File: config.mk
export PLATFORM = sky130hd
export DESIGN_NAME = posicionamento_frota
export DESIGN_NICKNAME = d
export VERILOG_FILES = /design/src/rtl/posicionamento_frota.sv
export SDC_FILE = /design/constraint.sdc
export NUM_CORES = 1
export LEC_CHECK = 0
export BUFFER_PORTS_ARGS = -buffer_cell sky130_fd_sc_hd__buf_2
export CAP_MARGIN = 20
export CORE_ASPECT_RATIO = 0.6
export CORE_MARGIN = 2
export CORE_UTILIZATION = 44
export CTS_CLUSTER_DIAMETER = 80
export CTS_CLUSTER_SIZE = 14
export DETAILED_ROUTE_END_ITERATION = 10
export MAX_ROUTING_LAYER = met4
export PLACE_DENSITY = 0.69
export SYNTH_ARGS = -nofsm -noshare
export SYNTH_HDL_FRONTEND = slang
export SYNTH_SLANG_ARGS = --single-unit
File: constraint.sdc
create_clock -name clk -period 3.9 [get_ports clk]
set_input_delay 0.39 -clock clk [delete_from_list [all_inputs] [get_ports clk]]
set_output_delay 0.39 -clock clk [all_outputs]
set_load 0.02 [all_outputs]
File: src/rtl/posicionamento_frota.sv
// Fleet placement: builds the 5x7 defence matrix one ship at a time with bounds/overlap checks.
// Optional macro NO_TOUCH_EN additionally rejects ships orthogonally adjacent to existing ones.
module posicionamento_frota #(
  parameter int LEN0       = 3,
  parameter int LEN1       = 2,
  parameter int LEN2       = 1,
  parameter int DEB_CYCLES = 250000,
  parameter int FB_CYCLES  = 25000000
) (
  input  logic       clk,
  input  logic       rst,
  input  logic       ch0,
  input  logic       ch1,
  input  logic       ch2,
  input  logic       ch3,
  input  logic       ch4,
  input  logic       ch5,
  input  logic       ch6,
  input  logic       ch7,
  input  logic       botao,
  output logic       pos_a0, output logic pos_a1, output logic pos_a2, output logic pos_a3,
  output logic       pos_a4, output logic pos_a5, output logic pos_a6,
  output logic       pos_b0, output logic pos_b1, output logic pos_b2, output logic pos_b3,
  output logic       pos_b4, output logic pos_b5, output logic pos_b6,
  output logic       pos_c0, output logic pos_c1, output logic pos_c2, output logic pos_c3,
  output logic       pos_c4, output logic pos_c5, output logic pos_c6,
  output logic       pos_d0, output logic pos_d1, output logic pos_d2, output logic pos_d3,
  output logic       pos_d4, output logic pos_d5, output logic pos_d6,
  output logic       pos_e0, output logic pos_e1, output logic pos_e2, output logic pos_e3,
  output logic       pos_e4, output logic pos_e5, output logic pos_e6,
  output logic [1:0] navio,
  output logic       pronto,
  output logic       verde,
  output logic       vermelho
);

  localparam int DEB_W = $clog2(DEB_CYCLES + 1);
  localparam int FB_W  = $clog2(FB_CYCLES + 1);

  typedef enum logic [2:0] {
    PLACE    = 3'd0,
    CHECK    = 3'd1,
    COMMIT   = 3'd2,
    REJECT   = 3'd3,
    FEEDBACK = 3'd4,
    DONE     = 3'd5
  } state_t;

  state_t             state;
  logic [34:0]        pos;
  logic               btn_p0, btn_p1;
  logic               filt, filt_d;
  logic [DEB_W-1:0]   deb_cnt;
  logic [FB_W-1:0]    fb_cnt;
  logic [2:0]         col_l, row_l, len_l;
  logic               ori_l;
  logic               press;
  logic [34:0]        mask;
  logic               ok;

  // Cell index is col*7 + row, so a0=0, a6=6, b0=7 ... e6=34.
  function automatic logic [34:0] footprint(input logic [2:0] c, input logic [2:0] r,
                                            input logic o, input logic [2:0] l);
    logic [34:0] m;
    m = '0;
    for (int ci = 0; ci < 5; ci++)
      for (int ri = 0; ri < 7; ri++)
        if (o ? (ci == int'(c) && ri >= int'(r) && ri < int'(r) + int'(l))
              : (ri == int'(r) && ci >= int'(c) && ci < int'(c) + int'(l)))
          m[ci*7+ri] = 1'b1;
    return m;
  endfunction

  // Widened to 4 bits so the far end of a ship cannot wrap back into range.
  function automatic logic fits(input logic [2:0] c, input logic [2:0] r,
                                input logic o, input logic [2:0] l);
    logic [3:0] ce, re;
    ce = {1'b0, c} + {1'b0, l} - 4'd1;
    re = {1'b0, r} + {1'b0, l} - 4'd1;
    return (c <= 3'd4) && (r <= 3'd6) && (o ? (re <= 4'd6) : (ce <= 4'd4));
  endfunction

  function automatic logic [34:0] neighbours(input logic [34:0] p);
    logic [34:0] n;
    n = '0;
    for (int ci = 0; ci < 5; ci++)
      for (int ri = 0; ri < 7; ri++)
        if (p[ci*7+ri]) begin
          if (ri > 0) n[ci*7+ri-1] = 1'b1;
          if (ri < 6) n[ci*7+ri+1] = 1'b1;
          if (ci > 0) n[ci*7+ri-7] = 1'b1;
          if (ci < 4) n[ci*7+ri+7] = 1'b1;
        end
    return n;
  endfunction

  function automatic logic [2:0] len_sel(input logic [1:0] idx);
    case (idx)
      2'd0:    return 3'(LEN0);
      2'd1:    return 3'(LEN1);
      default: return 3'(LEN2);
    endcase
  endfunction

  // ---- button conditioning: synchroniser, debounce, edge detect ----
  always_ff @(posedge clk or posedge rst) begin
    if (rst) begin
      btn_p0  <= 1'b0;
      btn_p1  <= 1'b0;
      filt    <= 1'b0;
      filt_d  <= 1'b0;
      deb_cnt <= '0;
    end else begin
      btn_p0 <= botao;
      btn_p1 <= btn_p0;
      filt_d <= filt;
      if (btn_p1 == filt)
        deb_cnt <= '0;
      else if (deb_cnt == DEB_W'(DEB_CYCLES - 1)) begin
        filt    <= btn_p1;
        deb_cnt <= '0;
      end else
        deb_cnt <= deb_cnt + 1'b1;
    end
  end

  assign press = filt & ~filt_d;

  // ---- placement check on the latched request ----
  assign mask = footprint(col_l, row_l, ori_l, len_l);
`ifdef NO_TOUCH_EN
  assign ok = fits(col_l, row_l, ori_l, len_l) && ((mask & pos) == '0) &&
              ((mask & neighbours(pos)) == '0);
`else
  assign ok = fits(col_l, row_l, ori_l, len_l) && ((mask & pos) == '0);
`endif

  // ---- placement FSM ----
  always_ff @(posedge clk or posedge rst) begin
    if (rst) begin
      state    <= PLACE;
      pos      <= '0;
      navio    <= 2'd0;
      pronto   <= 1'b0;
      verde    <= 1'b0;
      vermelho <= 1'b0;
      fb_cnt   <= '0;
      col_l    <= 3'd0;
      row_l    <= 3'd0;
      ori_l    <= 1'b0;
      len_l    <= 3'd0;
    end else begin
      case (state)
        PLACE: begin
          if (press) begin
            if (ch7) begin
              pos    <= '0;
              navio  <= 2'd0;
              verde  <= 1'b1;
              fb_cnt <= '0;
              state  <= FEEDBACK;
            end else begin
              col_l <= {ch5, ch4, ch3};
              row_l <= {ch2, ch1, ch0};
              ori_l <= ch6;
              len_l <= len_sel(navio);
              state <= CHECK;
            end
          end
        end
        CHECK: begin
          fb_cnt <= '0;
          if (ok) begin
            pos   <= pos | mask;
            navio <= navio + 2'd1;
            verde <= 1'b1;
            state <= COMMIT;
          end else begin
            vermelho <= 1'b1;
            state    <= REJECT;
          end
        end
        COMMIT: begin
          fb_cnt <= fb_cnt + 1'b1;
          if (navio == 2'd3) begin
            pronto <= 1'b1;
            state  <= DONE;
          end else
            state <= FEEDBACK;
        end
        REJECT: begin
          fb_cnt <= fb_cnt + 1'b1;
          state  <= FEEDBACK;
        end
        FEEDBACK: begin
          if (fb_cnt >= FB_W'(FB_CYCLES - 1)) begin
            verde    <= 1'b0;
            vermelho <= 1'b0;
            state    <= PLACE;
          end else
            fb_cnt <= fb_cnt + 1'b1;
        end
        DONE: begin
          pronto <= 1'b1;
          verde  <= 1'b1;
        end
        default: state <= PLACE;
      endcase
    end
  end

  assign pos_a0 = pos[0];  assign pos_a1 = pos[1];  assign pos_a2 = pos[2];
  assign pos_a3 = pos[3];  assign pos_a4 = pos[4];  assign pos_a5 = pos[5];
  assign pos_a6 = pos[6];
  assign pos_b0 = pos[7];  assign pos_b1 = pos[8];  assign pos_b2 = pos[9];
  assign pos_b3 = pos[10]; assign pos_b4 = pos[11]; assign pos_b5 = pos[12];
  assign pos_b6 = pos[13];
  assign pos_c0 = pos[14]; assign pos_c1 = pos[15]; assign pos_c2 = pos[16];
  assign pos_c3 = pos[17]; assign pos_c4 = pos[18]; assign pos_c5 = pos[19];
  assign pos_c6 = pos[20];
  assign pos_d0 = pos[21]; assign pos_d1 = pos[22]; assign pos_d2 = pos[23];
  assign pos_d3 = pos[24]; assign pos_d4 = pos[25]; assign pos_d5 = pos[26];
  assign pos_d6 = pos[27];
  assign pos_e0 = pos[28]; assign pos_e1 = pos[29]; assign pos_e2 = pos[30];
  assign pos_e3 = pos[31]; assign pos_e4 = pos[32]; assign pos_e5 = pos[33];
  assign pos_e6 = pos[34];

endmodule
Word level (Yosys, flattened, before mapping)
Cells that the tools add are included.
{ "word_totals": {"word_cells": 350, "register_bits": 100, "mem_count": 0, "output_inout_bits": 40, "ram_bits": 0, "inputBits": 11, "mem_bits_ro": 0, "latchBits": 0} }
{ "classes": {"n_eq_ne": 26, "reduce_logical": 162, "n_mux": 101, "n_div": 0, "addsub": 9, "shifts": 0, "bitwise_logic": 7, "magnitude_cmp": 29, "mul": 0} }
{ "op_table": {"columns": ["cell", "n"], "rows": [
  ["1-bit logical AND", 143],
  ["3-bit by 32-bit < comparator with 1-bit output (first input constant)", 4],
  ["4-bit by 32-bit < comparator with 1-bit output (first input constant)", 4],
  ["35-bit two-way mux", 3],
  ["25-bit one-hot mux with 4 select lines", 1],
  ["1-bit two-way mux", 79],
  ["25-bit two-way mux", 3],
  ["35-bit one-hot mux with 2 select lines", 1],
  ["1-bit by 32-bit < comparator with 1-bit output (first input constant)", 2],
  ["2-bit by 32-bit < comparator with 1-bit output (first input constant)", 2],
  ["18-bit two-way mux", 2],
  ["35-bit bitwise AND", 1],
  ["35-bit zero test", 1],
  ["35-bit OR", 1],
  ["25-bit by 1-bit adder with 25-bit output (second input constant)", 1],
  ["25-bit greater-or-equal comparator (second input constant)", 1],
  ["3-bit equality test (first input constant)", 7],
  ["18-bit by 1-bit adder with 18-bit output (second input constant)", 1],
  ["18-bit equality test (second input constant)", 1],
  ["3-bit one-hot mux with 6 select lines", 1],
  ["3-bit by 3-bit adder with 4-bit output", 4],
  ["2-bit inequality test (second input constant)", 7],
  ["1-bit by 3-bit greater-or-equal comparator with 1-bit output (first input constant)", 4],
  ["2-bit by 3-bit greater-or-equal comparator with 1-bit output (first input constant)", 4],
  ["other kinds (28)", 56]
]} }

Longest topological paths before layout
Gate-level depths: netlist of the first run.
{ "logic_depth": {"word_depth": 10, "depth_mapped": 15, "ltp_nobuf": 13} }

Least setup slack after synthesis of the first run
Ideal clock, no wire load.
{ "synth_path": {"kind": "register to register", "startpoint": "register col_l[1]", "endpoint": "register pos[14]", "setup_time_ns": 0.092, "slack_ns": 0.498, "t_required_ns": 3.808, "n_path_buf": 4, "synth_period_minus_slack_ns": 3.402, "arrival_ns": 3.310, "path_stages_with_launch": 15, "cell_sequence": "dfrtp_1 -> buf_2 -> buf_4 -> inv_1 -> fa_1 -> nor2b_1 -> o2bb2ai_1 -> o21ai_0 -> a311o_1 -> and4b_1 -> and3_1 -> buf_1 -> nand2_2 -> buf_6 -> o31ai_2"} }
{ "synth_between": {"elab_chain_cells": 10, "elab_cells_between_ends": 241, "classes_between": "3 x add/sub; 12 x order compare; 5 x eq/ne; 73 x mux; 2 x bitwise; 146 x reduce/logical"} }
{ "synth_rtl": {"columns": ["item", "line", "rtl"], "rows": [
  ["from (decl)", "55", "logic [2:0] col_l, row_l, len_l;"],
  ["from (signal assigned)", "163", "col_l <= {ch5, ch4, ch3};"],
  ["3-bit by 3-bit adder with 4-bit output, or another cell as far along", "69, 78", null],
  ["1-bit by 32-bit < comparator with 1-bit output, or another cell as far along", "69", ": (ri == int'(r) && ci >= int'(c) && ci < int'(c) + int'(l)))"],
  ["1-bit logical AND (on tied branches)", "69, 68", null],
  ["1-bit two-way mux (2 in a row)", "68", "if (o ? (ci == int'(c) && ri >= int'(r) && ri < int'(r) + int'(l))"],
  ["35-bit bitwise AND", "135", "assign ok = fits(col_l, row_l, ori_l, len_l) && ((mask & pos) == '0);"],
  ["35-bit zero test", "135", null],
  ["1-bit logical AND", "135", null],
  ["2-bit inequality test (no source line)", null, null],
  ["4-bit AND reduction (no source line)", null, null],
  ["to (signal assigned)", "174", "pos <= pos | mask;"],
  ["to (decl)", "50", "logic [34:0] pos;"]
]} }
Parallel ways exist; a longest one is shown, timed or not. The select of a mux whose other input is x is not followed.
A chain may end at the register's enable or synchronous reset.

Worst setup path in the final report of the first run
{ "layout_path": {"startpoint": "register len_l[0]", "endpoint": "register pos[25]"} }
{ "layout_between": {"elab_chain_cells": 10, "elab_cells_between_ends": 170, "classes_between": "6 x add/sub; 14 x order compare; 1 x eq/ne; 73 x mux; 2 x bitwise; 74 x reduce/logical"} }
{ "layout_rtl": {"columns": ["item", "line", "rtl"], "rows": [
  ["from (decl)", "55", null],
  ["from (signal assigned)", "166", "len_l <= len_sel(navio);"],
  ["3-bit by 3-bit adder with 4-bit output (on tied branches)", null, null],
  ["1-bit by 32-bit < comparator with 1-bit output, or another cell as far along", "69", null],
  ["1-bit logical AND (on tied branches)", "69, 68", null],
  ["1-bit two-way mux (2 in a row)", "68", null],
  ["35-bit bitwise AND", "135", null],
  ["35-bit zero test", "135", null],
  ["1-bit logical AND", "135", null],
  ["2-bit inequality test (no source line)", null, null],
  ["4-bit AND reduction (no source line)", null, null]
]} }
Parallel ways exist; a longest one is shown, timed or not. The select of a mux whose other input is x is not followed.

==> results of run 1 <==
==> layout make-up <==
class / instances / area (um^2) / area share, %
clock buffer: 9 / 225 / 3.17
clock inverter: 6 / 56.3 / 0.793
inverter: 29 / 111 / 1.57
multi-input combinational: 534 / 3510 / 49.5
sequential: 99 / 2480 / 34.9
tap: 192 / 240 / 3.39
timing repair buffer: 80 / 475 / 6.70
==> stage by stage <==
stage | setup WS, ns | hold WS [ns] | instance area (um^2)
2_1_floorplan | 0.498 | 0.331 | 6260
3_3_place_gp | 0.122 | 0.342 | 6780
3_5_place_dp | 0.105 | 0.344 | 6780
4_1_cts | 0.0928 | 0.129 | 7060
5_1_grt | -0.00447 | 0.123 | 7100
6_report | 0.151 | 0.112 | 7100
==> layout by cell type, fill, tap and decap left out, drive strengths merged, types with 5 or more instances in the layout <==
master  Yosys  final
dfrtp      99     99
mux2i       5      5
and3       16     16
a22oi      15     15
clkbuf     17      9
a21oi      25     25
mux2        9      9
a32o        8      8
o21ai      65     65
nor2b      10     10
o31ai      19     19
nand3      31     31
nand2      78     78
buf        23     80
a21o        6      6
nor4        6      6
a32oi       9      9
ha         16     16
nand2b     13     13
nand4      14     14
xor2       14     14
o41ai       8      8
nor2       56     56
nor3       19     19
a31oi       8      8
inv        29     32
or3         5      5
==> worst max path at each step <==
stage	cells after the start	start	end	slack, ns
finish	13	len_l[0]	pos[25]	0.15
global route	13	len_l[0]	pos[33]	-0.004
CTS	12	len_l[0]	pos[25]	0.09
detailed placement	12	len_l[0]	pos[25]	0.11
global placement	12	len_l[0]	pos[24]	0.12
floorplan	14	col_l[1]	pos[14]	0.50
==> routing by layer <==
metal | vias up | wire length [um]
li1 | 2701 | -
met1 | 2894 | 9650
met2 | 328 | 7850
met3 | 32 | 2500
met4 | 0 | 246
met5 | - | 0
==> worst max-delay path: stages, from the launching register on <==
cell and delay [ns]:
dfrtp_1 0.41, ha_1 0.20, inv_1 0.05, fa_1 0.45, buf_4 0.21, a2111oi_2 0.41
a21oi_1 0.08, o21ai_0 0.72, nand2_1 0.10, and4b_1 0.23, and3_1 0.18, nand2_2 0.17
buf_4 0.25, o21ai_0 0.13
==> timing repair <==
item,in CTS,in global routing
setup endpoints to repair,0,31
resized for setup,0,6
hold endpoints to repair,0,0
==> power breakdown <==
group	switching, mW	internal, mW	total [mW]
Clock	0.427	0.443	0.871
Combinational	0.0267	0.00775	0.0345
Sequential	0.00293	1.03	1.03
Total	0.457	1.48	1.94
==> logic make-up after synthesis <==
group,after synthesis
adder cells (fa/ha/maj),20
AND/OR/NAND/NOR,277
XOR/XNOR,18
flip-flops,99
AO/OA/AOI/OAI,205
multiplexers,14
buffers and inverters,69
==> state kept, by name, summed over array words and instances (netlist names) <==
register and cells:
deb_cnt 18, fb_cnt 25, btn_p1 1, len_l 2, row_l 3, navio 2, col_l 3, state 3
filt_d 1, pos 35, pronto 1, verde 1, vermelho 1, filt 1, ori_l 1, btn_p0 1
==> metrics.txt, run 1 <==
Avg Vias per Cell=6.28; Placer Congestion=1.10; die area=0.0152 mm^2; Horiz. Die Dim=158 um; vias=5955; Worst R2R Path Depth=13; clk_lat worst skew=0.35 ns; I/O pins=51; top post-synthesis cells by area=dfrtp_1 40%, o21ai_0 5.2%, nand2_1 4.6%; status=complete, no violations; Hold/Removal Path Class=input pin to async pin; Avg Synthesized Cell Area=8.92 um^2; gr ovfl total=0; r2r setup slk=0.15 ns; sequential area share after synthesis=39.6%; met1 Track Usage GR=43.3%; number of antenna diodes=0; row count=33; final hold violations=0; Startpoint Class=flop; CTS Buf Count=9; EDFF count, synth=0; cell taking the most area after synthesis=dfrtp_1; Synth cell types=71; fin util=51.5%; CTS tree=built; nets=784; LEAKAGE=3.07 nW; Synth top area share=39.6%; Gate Count Post-Synth=702; CTS Buffer Depth=2; non-filler instance count after layout=949; overall routing resource usage=28.7%; Max Cap Viol=0; Crit Path Max Fanout=21; Adder-Cell Fraction of Synth Area=4.48%; DRT Pass-1 Iters=8; yosys warns=0; DRT iter0 DRCs=661; Initial Util=45.4%; Final Max Slew Viols=0; xor and xnor area share after synthesis=2.52%; Setup Skew=0.00884 ns; top-count cell post-synth=dfrtp_1; pin count of the biggest net entering global routing=50; H-tree Lvls=3; Async S/R FF share, synth=100%; GR Util met2=37.3%; mux contribution to synthesized area=2.42%; Slew HR=34.1%; filler cell count=1321; Die Y=96.4 um; synthesized area=0.00626 mm^2; crit end category=flop; Worst IR Drop VDD=0.241 mV; launching point of the worst reg2reg path=len_l[0]; TNS Setup=0 ns; placed cell count=934; actual slew at the worst max-slew pin=0.988 ns; clk slew on worst S/H paths=0.07 ns; antenna-violating nets left=0; CTS sink count=99; post-synth net total=733; P&R area growth vs syn=13.3%; Seq cells post-synth=99; Residual DRC=0; Synth Area in Compound Gates=23.1%; top_reg_cell synth=dfrtp_1; core box area=0.0138 mm^2; Detail Placement HPWL=15000 um; grt met3 use=9.10%; Critical Path AT=3.97 ns; Post-CTS Setup Bufs=0; Post-synth top cells=99 x dfrtp_1, 77 x nand2_1, 65 x o21ai_0; Setup CP Type=flop to flop; IO Port Bufs=50; Post-Synth Simple-Gate Area=22.8%; first-pass GRT wire length=32000 um; power density over cell area=273 mW/mm^2; vias in the first global route=5561; Final min period=3.75 ns; Final Cycle Share=96.1%; GRT Max-Usage Layer=met1; share of cells above drive strength 1=16.9%; CTS root buf=clkbuf_16; initial antenna violation count=0; Setup Viol. Count Final=0; largest family of logic cells by synthesized area=compound AO/OA/AOI/OAI gates; # hold bufs at CTS=0; worst reg2reg path endpoint=pos[25]; Power Total=1.94 mW; detailed-route wire length=20200 um; Max Freq=267 MHz; WL/cell=21.3 um; Worst EP required=4.12 ns
No activity file was read; power rests on OpenSTA's default activity.
==> run 2: changes to the inputs <==
--- a/config.mk
+++ b/config.mk
@@ -15,6 +15,7 @@
 export DETAILED_ROUTE_END_ITERATION = 10
 export MAX_ROUTING_LAYER = met4
 export PLACE_DENSITY = 0.69
+export REMOVE_ABC_BUFFERS = 1
 export SYNTH_ARGS = -nofsm -noshare
 export SYNTH_HDL_FRONTEND = slang
 export SYNTH_SLANG_ARGS = --single-unit
==> run 2 against run 1 <==
  * Setup slack worse by 0.0025 ns
  * Clock skew grew 0.0013 ns
  * Power increased by 1.4%
  * Sequential share of layout area decreased by 0.23 points
  * Highest routed layer unchanged
  * Worst hold slack better by 0.023 ns
  * Largest cell class unchanged
  * Wire length increased by 1.3%
  * Count of clock-buffer cells in the layout unchanged
  * Via count rose by 0.81%
  * Critical endpoint is now navio[0]
  * First-iteration DRC count fell by 5.3%
  * Final cell count grew 0.74%
  * Clock power grew 3.0%
  * Cell area rose by 0.67%
==> metrics.txt, run 2 (synthesis gave the netlist of run 1 again) <==
Setup Skew=0.0102 ns (+0.00135 ns); Max Freq=267 MHz (about the same); critical path's most frequent cell=buf_4; status=complete, no violations; I/O pins=51 (unchanged); core box area=0.0138 mm^2 (unchanged); antenna-violating nets left=0 (unchanged); nets=789 (+0.64%); cell family with most CP delay=compound AO/OA/AOI/OAI gates; row count=33 (unchanged); Residual DRC=0 (unchanged); DRT iter0 DRCs=626 (-5.3%); Critical Path AT=4.03 ns (+0.06 ns); commonest non-fill, non-tap cell in the layout=dfrtp_1; H-tree Lvls=3 (unchanged); LEAKAGE=3.11 nW (+1.3%); CTS sink count=99 (unchanged); pre-CTS WS=0.160 ns (+0.0549 ns); Final WS setup=0.148 ns (-0.00252 ns); pin count of the biggest net entering global routing=78 (+56%); # hold bufs at CTS=0 (unchanged); Placer Congestion=1.02 (-6.8%); first-pass GRT wire length=31400 um (-1.8%); r2r setup slk=0.15 ns (about the same); Setup Viol. Count Final=0 (unchanged); CTS root buf=clkbuf_16; Horiz. Die Dim=158 um (unchanged); share of cells above drive strength 1=17.2% (+0.26 points); CTS tree=built; P&R area growth vs syn=14.1%; met2 routed wirelength=8320 um (+6.0%); Top Registers=pos: 35 flops, fb_cnt: 25 flops, deb_cnt: 18 flops; DRT Pass-1 Iters=5 (-3); initial antenna violation count=0 (unchanged); slowest cell on the critical path=a2111oi_4; overall routing resource usage=28.3% (-0.41 points); Initial Util=45.4% (unchanged); Die Y=96.4 um (unchanged); crit-path max cell delay=0.61 ns (-0.11 ns); die area=0.0152 mm^2 (unchanged); Biggest register=pos; detailed-route wire length=20500 um (+1.3%); IO Port Bufs=50 (unchanged); Max Cap Viol=0 (unchanged); multi-input combinational cell area=0.00349 mm^2 (-0.46%); Final min period=3.75 ns (+0.00252 ns); Worst IR Drop VDD=0.230 mV (-4.6%); CTS Buffer Depth=2 (unchanged); top sig layer=met4; RSZ-0062 raised after global routing=false; Slew HR=34.1% (about the same); Detail Placement HPWL=15100 um (+0.56%); Setup CP Type=flop to flop; WL met3=1910 um (-23%); final hold violations=0 (unchanged); Hold/Removal Path Class=input pin to flop; Final Max Slew Viols=0 (unchanged); worst path cell trace=ha_1 > inv_1 > fa_1 > a2111oi_4 > a21oi_1 > o21ai_0 > buf_4 > nand2_1 > and4b_1 > and3_1 > nand2_2 > buf_4 > mux2i_1; Avg Vias per Cell=6.28 (about the same); actual slew at the worst max-slew pin=0.989 ns (+0.000447 ns); most frequent cells in the layout=99 x dfrtp_1, 77 x nand2_1, 65 x o21ai_0; CTS Buf Count=9 (unchanged); power density over cell area=275 mW/mm^2 (+0.69%); vias in the first global route=5328 (-4.2%); Worst EP required=4.18 ns (+0.06 ns); M1 WL=10100 um (+4.2%); Final Cycle Share=96.2% (about the same); gr ovfl total=0 (unchanged); buffers and inverters on the worst path=3 (unchanged); TNS Setup=0 ns (unchanged); Crit Path Max Fanout=10 (-52%); max reg flops=35 (unchanged); FF+latch area=0.00248 mm^2 (unchanged); vias=6003 (+0.81%); crit end category=flop; clk_lat worst skew=0.35 ns (about the same); clk slew on worst S/H paths=0.08 ns (about the same); Startpoint Class=flop; filler cell count=1302 (-1.4%); WL/cell=21.5 um (+0.56%)
## run 2: worst paths after layout
kind	start	end	depth (start not counted)
worst max-delay path	len_l[0]	navio[0]	13
worst min-delay path	botao	btn_p0	1
worst max register to register	len_l[0]	navio[0]	13
worst min register to register	btn_p0	btn_p1	0
max in group asynchronous	rst	deb_cnt[3]	3
min in group asynchronous	rst	fb_cnt[23]	2
## run 2: timing repair
item                                   4_1_cts  5_1_grt
setup endpoints to repair                    0       33
endpoints found under the hold margin        0        0
resized for setup                            0        3
setup buffers                                0        3
## run 2: where the power goes
group	total [mW]	switching, mW	internal, mW
sequential	1.03	0.00295	1.03
clock	0.897	0.446	0.452
combinational	0.0342	0.0271	0.00709
## run 2: metal layers
layer / vias up / track usage [%]
met2: 317 / 36.6
met4: 0 / 5.71
met5: - / -
met1: 2945 / 44.6
met3: 26 / 5.84
li1: 2715 / -
## run 2: area by class of cell
class                      instances  area share, %
clock buffer                       9           3.15
timing repair buffer              85           7.32
inverter                          29           1.56
tap                              192           3.36
sequential                        99           34.7
antenna                            1         0.0350
clock inverter                     7          0.981
multi-input combinational        534           48.9
## run 2: metrics by stage
step           area, um^2  instances  hold WS [ns]  total power, mW  utilization (%)
2_1_floorplan        6050        662         0.331             1.07                -
3_3_place_gp         6800        935         0.344             1.09             49.3
3_5_place_dp         6800        936         0.341             1.09             49.3
4_1_cts              7100        952         0.127             1.98             51.5
5_1_grt              7140        955         0.130             2.02             51.8
6_report             7140        956         0.135             1.96             51.8
## run 2: worst register-to-register path, cell delays in order, from the launching register on
cell and delay [ns]:
dfrtp_1 0.43, ha_1 0.21, inv_1 0.07, fa_1 0.52
a2111oi_4 0.61, a21oi_1 0.09, o21ai_0 0.43, buf_4 0.22
nand2_1 0.10, and4b_1 0.26, and3_1 0.25, nand2_2 0.13
buf_4 0.17, mux2i_1 0.20
